### src/rtl/fpu_pkg.sv
// Shared definitions for the FPU datapath: float field widths, converter
// state encoding and status bit positions.
package fpu_pkg;

  localparam int BIAS  = 31;
  localparam int EXP_W = 6;
  localparam int MAN_W = 25;

  typedef enum logic [1:0] {
    IDLE  = 2'd0,
    NORM  = 2'd1,
    ROUND = 2'd2
  } cvt_state_t;

  localparam int ST_ZERO    = 0;
  localparam int ST_INEXACT = 1;
  localparam int ST_NEG     = 2;

endpackage

### src/rtl/fp_round_rne.sv
// Round-to-nearest-even on a normalized mantissa; a carry out of the
// mantissa renormalizes by bumping the exponent.
module fp_round_rne
  import fpu_pkg::*;
#(
  parameter int MW = MAN_W,
  parameter int EW = EXP_W
) (
  input  logic [MW-1:0] man,
  input  logic          guard,
  input  logic          sticky,
  input  logic [EW-1:0] exp,
  output logic [MW-1:0] man_rnd,
  output logic [EW-1:0] exp_rnd
);

  logic          inc;
  logic [MW:0]   sum;

  // Ties go up only when the kept LSB is odd.
  assign inc = guard & (sticky | man[0]);
  assign sum = {1'b0, man} + (MW+1)'(inc);

  // On carry the low bits of sum are already zero: 1.111..1 + ulp = 10.000..0.
  assign man_rnd = sum[MW-1:0];
  assign exp_rnd = exp + EW'(sum[MW]);

endmodule

### src/rtl/int_to_fp.sv
// Serial int32 -> float converter: one normalizing left shift per cycle,
// then a single round-to-nearest-even step.
module int_to_fp
  import fpu_pkg::*;
#(
  parameter int BIAS  = fpu_pkg::BIAS,
  parameter int EXP_W = fpu_pkg::EXP_W,
  parameter int MAN_W = fpu_pkg::MAN_W
) (
  input  logic        clock,
  input  logic        reset,
  input  logic        start,
  input  logic [31:0] int_in,
  output logic        busy,
  output logic        done,
  output logic [31:0] data_out,
  output logic [3:0]  status_out
);

  cvt_state_t       state_q, state_d;
  logic             sign_q, sign_d;
  logic [31:0]      mag_q, mag_d;
  logic [EXP_W-1:0] exp_q, exp_d;
  logic [31:0]      data_d;
  logic [3:0]       status_d;
  logic             done_d;

  logic [31:0]      int_abs;
  logic             guard, sticky;
  logic [MAN_W-1:0] man_rnd;
  logic [EXP_W-1:0] exp_rnd;

  // Unsigned negate: 0x80000000 maps to 2^31 as required.
  assign int_abs = int_in[31] ? (~int_in + 32'd1) : int_in;

  assign guard  = mag_q[30-MAN_W];
  assign sticky = |mag_q[29-MAN_W:0];

  fp_round_rne #(.MW(MAN_W), .EW(EXP_W)) u_round (
    .man     (mag_q[30 -: MAN_W]),
    .guard   (guard),
    .sticky  (sticky),
    .exp     (exp_q),
    .man_rnd (man_rnd),
    .exp_rnd (exp_rnd)
  );

  always_comb begin
    // NOTE: every variable gets a default first so no path infers a latch.
    state_d  = state_q;
    sign_d   = sign_q;
    mag_d    = mag_q;
    exp_d    = exp_q;
    data_d   = data_out;
    status_d = status_out;
    done_d   = 1'b0;

    unique case (state_q)
      IDLE: begin
        if (start) begin
          if (int_in == 32'd0) begin
            data_d   = 32'd0;
            status_d = 4'b0001 << ST_ZERO;
            done_d   = 1'b1;
          end else begin
            sign_d  = int_in[31];
            mag_d   = int_abs;
            exp_d   = EXP_W'(31 + BIAS);
            state_d = NORM;
          end
        end
      end
      NORM: begin
        if (mag_q[31]) begin
          state_d = ROUND;
        end else begin
          mag_d = mag_q << 1;
          exp_d = exp_q - EXP_W'(1);
        end
      end
      ROUND: begin
        data_d                 = {sign_q, exp_rnd, man_rnd};
        status_d               = 4'b0000;
        status_d[ST_NEG]       = sign_q;
        status_d[ST_INEXACT]   = guard | sticky;
        done_d                 = 1'b1;
        state_d                = IDLE;
      end
      default: state_d = IDLE;
    endcase
  end

  // NOTE: sequential state uses non-blocking assignments so every register
  // samples the pre-edge values computed above.
  always_ff @(posedge clock) begin
    if (reset) begin
      state_q    <= IDLE;
      sign_q     <= 1'b0;
      mag_q      <= 32'd0;
      exp_q      <= '0;
      data_out   <= 32'd0;
      status_out <= 4'd0;
      done       <= 1'b0;
    end else begin
      state_q    <= state_d;
      sign_q     <= sign_d;
      mag_q      <= mag_d;
      exp_q      <= exp_d;
      data_out   <= data_d;
      status_out <= status_d;
      done       <= done_d;
    end
  end

  assign busy = (state_q != IDLE);

endmodule
### config.mk
export PLATFORM = sky130hd
export DESIGN_NAME = int_to_fp
export DESIGN_NICKNAME = d
export VERILOG_FILES = /design/src/rtl/fpu_pkg.sv /design/src/rtl/fp_round_rne.sv /design/src/rtl/int_to_fp.sv
export SDC_FILE = /design/constraint.sdc
export NUM_CORES = 1
export LEC_CHECK = 0
export BUFFER_PORTS_ARGS = -buffer_cell sky130_fd_sc_hd__buf_2
export CAP_MARGIN = 30
export CORE_AREA = 2 2 92 94
export DETAILED_ROUTE_END_ITERATION = 6
export DIE_AREA = 0 0 94 96
export GPL_TIMING_DRIVEN = 0
export MAX_ROUTING_LAYER = met4
export PLACE_DENSITY = 0.82
export SYNTH_ARGS = -nofsm -noshare
export SYNTH_HDL_FRONTEND = slang
export SYNTH_HIERARCHICAL = 1
export SYNTH_SLANG_ARGS = --single-unit
### constraint.sdc
create_clock -name clock -period 5.65 [get_ports clock]
set_input_delay 0.8475 -clock clock [delete_from_list [all_inputs] [get_ports clock]]
set_output_delay 0.8475 -clock clock [all_outputs]
set_load 0.02 [all_outputs]
==> run summary <==
post-CTS setup repair buffer count: 0
fin area: 5360 µm²
RSZ-0062 raised after global routing: no
crit-path max cell delay: 540 ps
die area: 9020 µm²
worst-case clock buffer depth: 2
post-synthesis compound-gate area fraction: 0.282
Post-Synth Adder-Cell Area: 0.0160
Relative slew margins: 0.417
DR pass1 iterations: 6
Pleak: 0.00216 µW
Post-Synth Simple-Gate Area: 0.230
Initial Util: 0.584
Critical Path, Cell by Cell: nor3_1 -> nand2_1 -> o21a_1 -> ha_1 -> nand4_1 -> nor4_2 -> and3_2 -> ha_1 -> ha_1 -> nand3_1 -> xnor2_1 -> a22o_1
mux share of post-synthesis cell area: 0.0216
Async SR Flop Fraction: 0
htree depth: 3
outcome: finished clean
Post-synth EDFFs: 0
CTS tree: yes
post-DP HPWL: 11700 µm
hold_buf cts: 0
Worst Max-Slew Pin Slew: 866 ps
crit path max fanout: 5
fin worst setup slack: 2720 ps
antenna violation net count after detailed routing: 0
WHS: 475 ps
final wirelength: 15500 µm
CTS sink cnt: 76
top achievable clock speed: 341 MHz
Final Skew: 9.92 ps
cell area after placement: 5170 µm²
post-synthesis sequential area ratio: 0.324
FF+latch count, synth: 76
commonest register cell after synthesis: dfxtp_1
Final GP Congestion: 0.949
largest family of logic cells by synthesized area: compound AO/OA/AOI/OAI gates
CP startpoint kind: flop
vias in the first global route: 4525
core area: 8050 µm²
DR DRC count: 0
grt total ovfl: 0
clk_lat worst skew: 350 ps
clock buffer count from CTS: 9
xor/xnor share of the synthesized area: 0.0746
initial antenna violation count: 0
Chip Height: 96 µm
most used cell along the critical path: ha_1
critical path's slowest cell: nor4_2
Post-layout nets: 671
syn_nets: 591
Routed WL per cell: 21.0 µm
Vias: 4974
dpl ws: 2430 ps
Final Max Tran Viols: 0
Worst-path clk slew: 80 ps
WP buf/inv: 0
n_diodes: 0
max-cap check violation count: 0
CP Capture Type: flop
DRT iter0 DRCs: 622
post-synth cell types: 73
die width: 94 µm
area grow syn2layout: 14.1%
layout cells sized above 1: 0.197
Netlist Area Pre-Place: 4700 µm²
total track usage: 0.359
Ports: 73
Worst Hold Class: reg -> reg
CP arrival: 3180 ps
final hold viol count: 0
root buffer cell: clkbuf_8
Syn Area/Cell: 8.54 µm²
Largest delay share family, worst path: simple AND/OR/NAND/NOR gates
Mapped Cells: 550
Power Density: 263 nW/µm²
Final period util: 0.519
CTS-repair resized insts: 0
Crit Path Class: reg -> reg
first-pass GRT wire length: 24500 µm
Synth Warn #: 6
Crit path required time: 5900 ps
Port Buffers: 69
worst vdd ir: 0.121 mV
FP Rows: 33
TNS Setup: 0 ps
routed vias/inst: 6.72
largest net degree at the start of global routing: 14
post-route minimum period: 2930 ps
# setup viols final: 0
-- final timing paths --
check               from            to  slack (ps)  cells past startpoint
max             mag_q[1]  data_out[29]        2720                     12
min          data_out[9]   data_out[9]         480                      1
max reg2reg     mag_q[1]  data_out[29]        2720                     12
min reg2reg  data_out[9]   data_out[9]         480                      1
-- cell families (layout without fill, tap and decap cells) --
| kind of cell | after synthesis | count (layout) |
|---|---|---|
| buffers and inverters | 54 | 139 |
| AOI/OAI and AO/OA | 179 | 179 |
| other | 1 | 1 |
| DFF | 76 | 76 |
| and+or+nand+nor | 184 | 184 |
| xor gates and xnor gates | 40 | 40 |
| muxes | 10 | 10 |
| adders and majority gates | 6 | 6 |
-- placed cells by master (no fill, tap or decap), types with 5 or more instances in the layout --
cell and count:
nor4_1 5, xnor2_1 23, o22ai_1 7, nand2b_1 7, o21ai_0 18, clkbuf_1 25
nand4_1 11, o32ai_1 5, a22o_1 32, o41ai_1 10, nand3_1 19, inv_1 12
ha_1 6, dfxtp_1 76, a21oi_1 33, mux2i_1 9, nor2_1 24, or3_1 13
clkbuf_8 11, o2111ai_1 8, a311oi_1 6, nand2_1 35, and3_1 10, nor3_1 23
or4_1 5, o31ai_1 13, buf_2 75, a31oi_1 5, xor2_1 17
-- through the flow --
| stage | util | power (µW) | cells |
|---|---|---|---|
| 6_report | 0.666 | 1410 | 740 |
| 2_1_floorplan | - | 880 | 550 |
| 5_1_grt | 0.666 | 1470 | 740 |
| 3_5_place_dp | 0.643 | 1010 | 724 |
| 3_3_place_gp | 0.643 | 1000 | 724 |
| 4_1_cts | 0.666 | 1390 | 740 |
-- Yosys cell counts, types with 3 or more instances --
| library cell | instances | area share |
|---|---|---|
| nor3_1 | 23 | 0.025 |
| o2111ai_1 | 8 | 0.015 |
| o22ai_1 | 7 | 0.0093 |
| or3_1 | 13 | 0.017 |
| mux2i_1 | 9 | 0.019 |
| or4_1 | 5 | 0.0080 |
| nand3_1 | 19 | 0.020 |
| nand4_1 | 11 | 0.015 |
| o41ai_1 | 10 | 0.019 |
| nor2_1 | 24 | 0.019 |
| a2bb2oi_1 | 3 | 0.0056 |
| buf_2 | 6 | 0.0064 |
| o32ai_1 | 5 | 0.0093 |
| a211oi_1 | 4 | 0.0064 |
| clkbuf_1 | 25 | 0.020 |
| and3_1 | 10 | 0.013 |
| a21oi_1 | 33 | 0.035 |
| xnor2_1 | 23 | 0.043 |
| buf_1 | 4 | 0.0032 |
| nor3_2 | 4 | 0.0085 |
| inv_1 | 12 | 0.0096 |
| a31oi_1 | 5 | 0.0067 |
| nor4_1 | 5 | 0.0067 |
| a21o_1 | 4 | 0.0064 |
| nand2_1 | 35 | 0.028 |
| nor4_2 | 3 | 0.0080 |
| xor2_1 | 17 | 0.032 |
| nand2b_1 | 7 | 0.0093 |
| o211ai_1 | 4 | 0.0064 |
| a41oi_1 | 4 | 0.0075 |
| o21ai_0 | 18 | 0.019 |
| a32oi_1 | 3 | 0.0056 |
| a22o_1 | 32 | 0.060 |
| o31ai_1 | 13 | 0.021 |
| or2_2 | 3 | 0.0040 |
| a311oi_1 | 6 | 0.011 |
| dfxtp_1 | 76 | 0.32 |
| nor2b_1 | 3 | 0.0040 |
| buf_6 | 3 | 0.0072 |
| and2_1 | 4 | 0.0053 |
| ha_1 | 6 | 0.016 |
-- routing by layer --
metal	global-route usage	share of wire
met1	0.473	0.41
met2	0.570	0.47
met3	0.0603	0.099
met4	0.106	0.020
met5	-	0
-- power by group --
| part | switching [µW] | total, µW | internal [µW] | leakage, µW |
|---|---|---|---|---|
| Sequential | 77.1 | 660 | 582 | 0.000623 |
| Clock | 210 | 395 | 184 | 0.0000957 |
| Combinational | 226 | 357 | 131 | 0.00144 |
-- sequential cells by signal (all words and copies together) (netlist names) --
name / flops
mag_q: 32
sign_q: 1
data_out: 31
status_out: 3
done: 1
state_q: 2
exp_q: 6
-- worst register-to-register path: cells and delay by family, from the launching register on --
family | cells | cell delay [ps]
compound gates | 2 | 350
flops | 1 | 370
simple gates | 6 | 1390
fa+ha+maj | 3 | 570
xor+xnor | 1 | 140
-- area by class of cell --
cell class,instances,area [µm²]
Multi-Input combinational cell,420,2940
Fill cell,704,2690
Sequential cell,76,1520
Timing Repair Buffer,69,345
Buffer,40,188
Clock buffer,11,151
Tap cell,105,131
Inverter,14,52.6
Clock inverter,5,35.0
No activity file was read; power rests on OpenSTA's default activity.
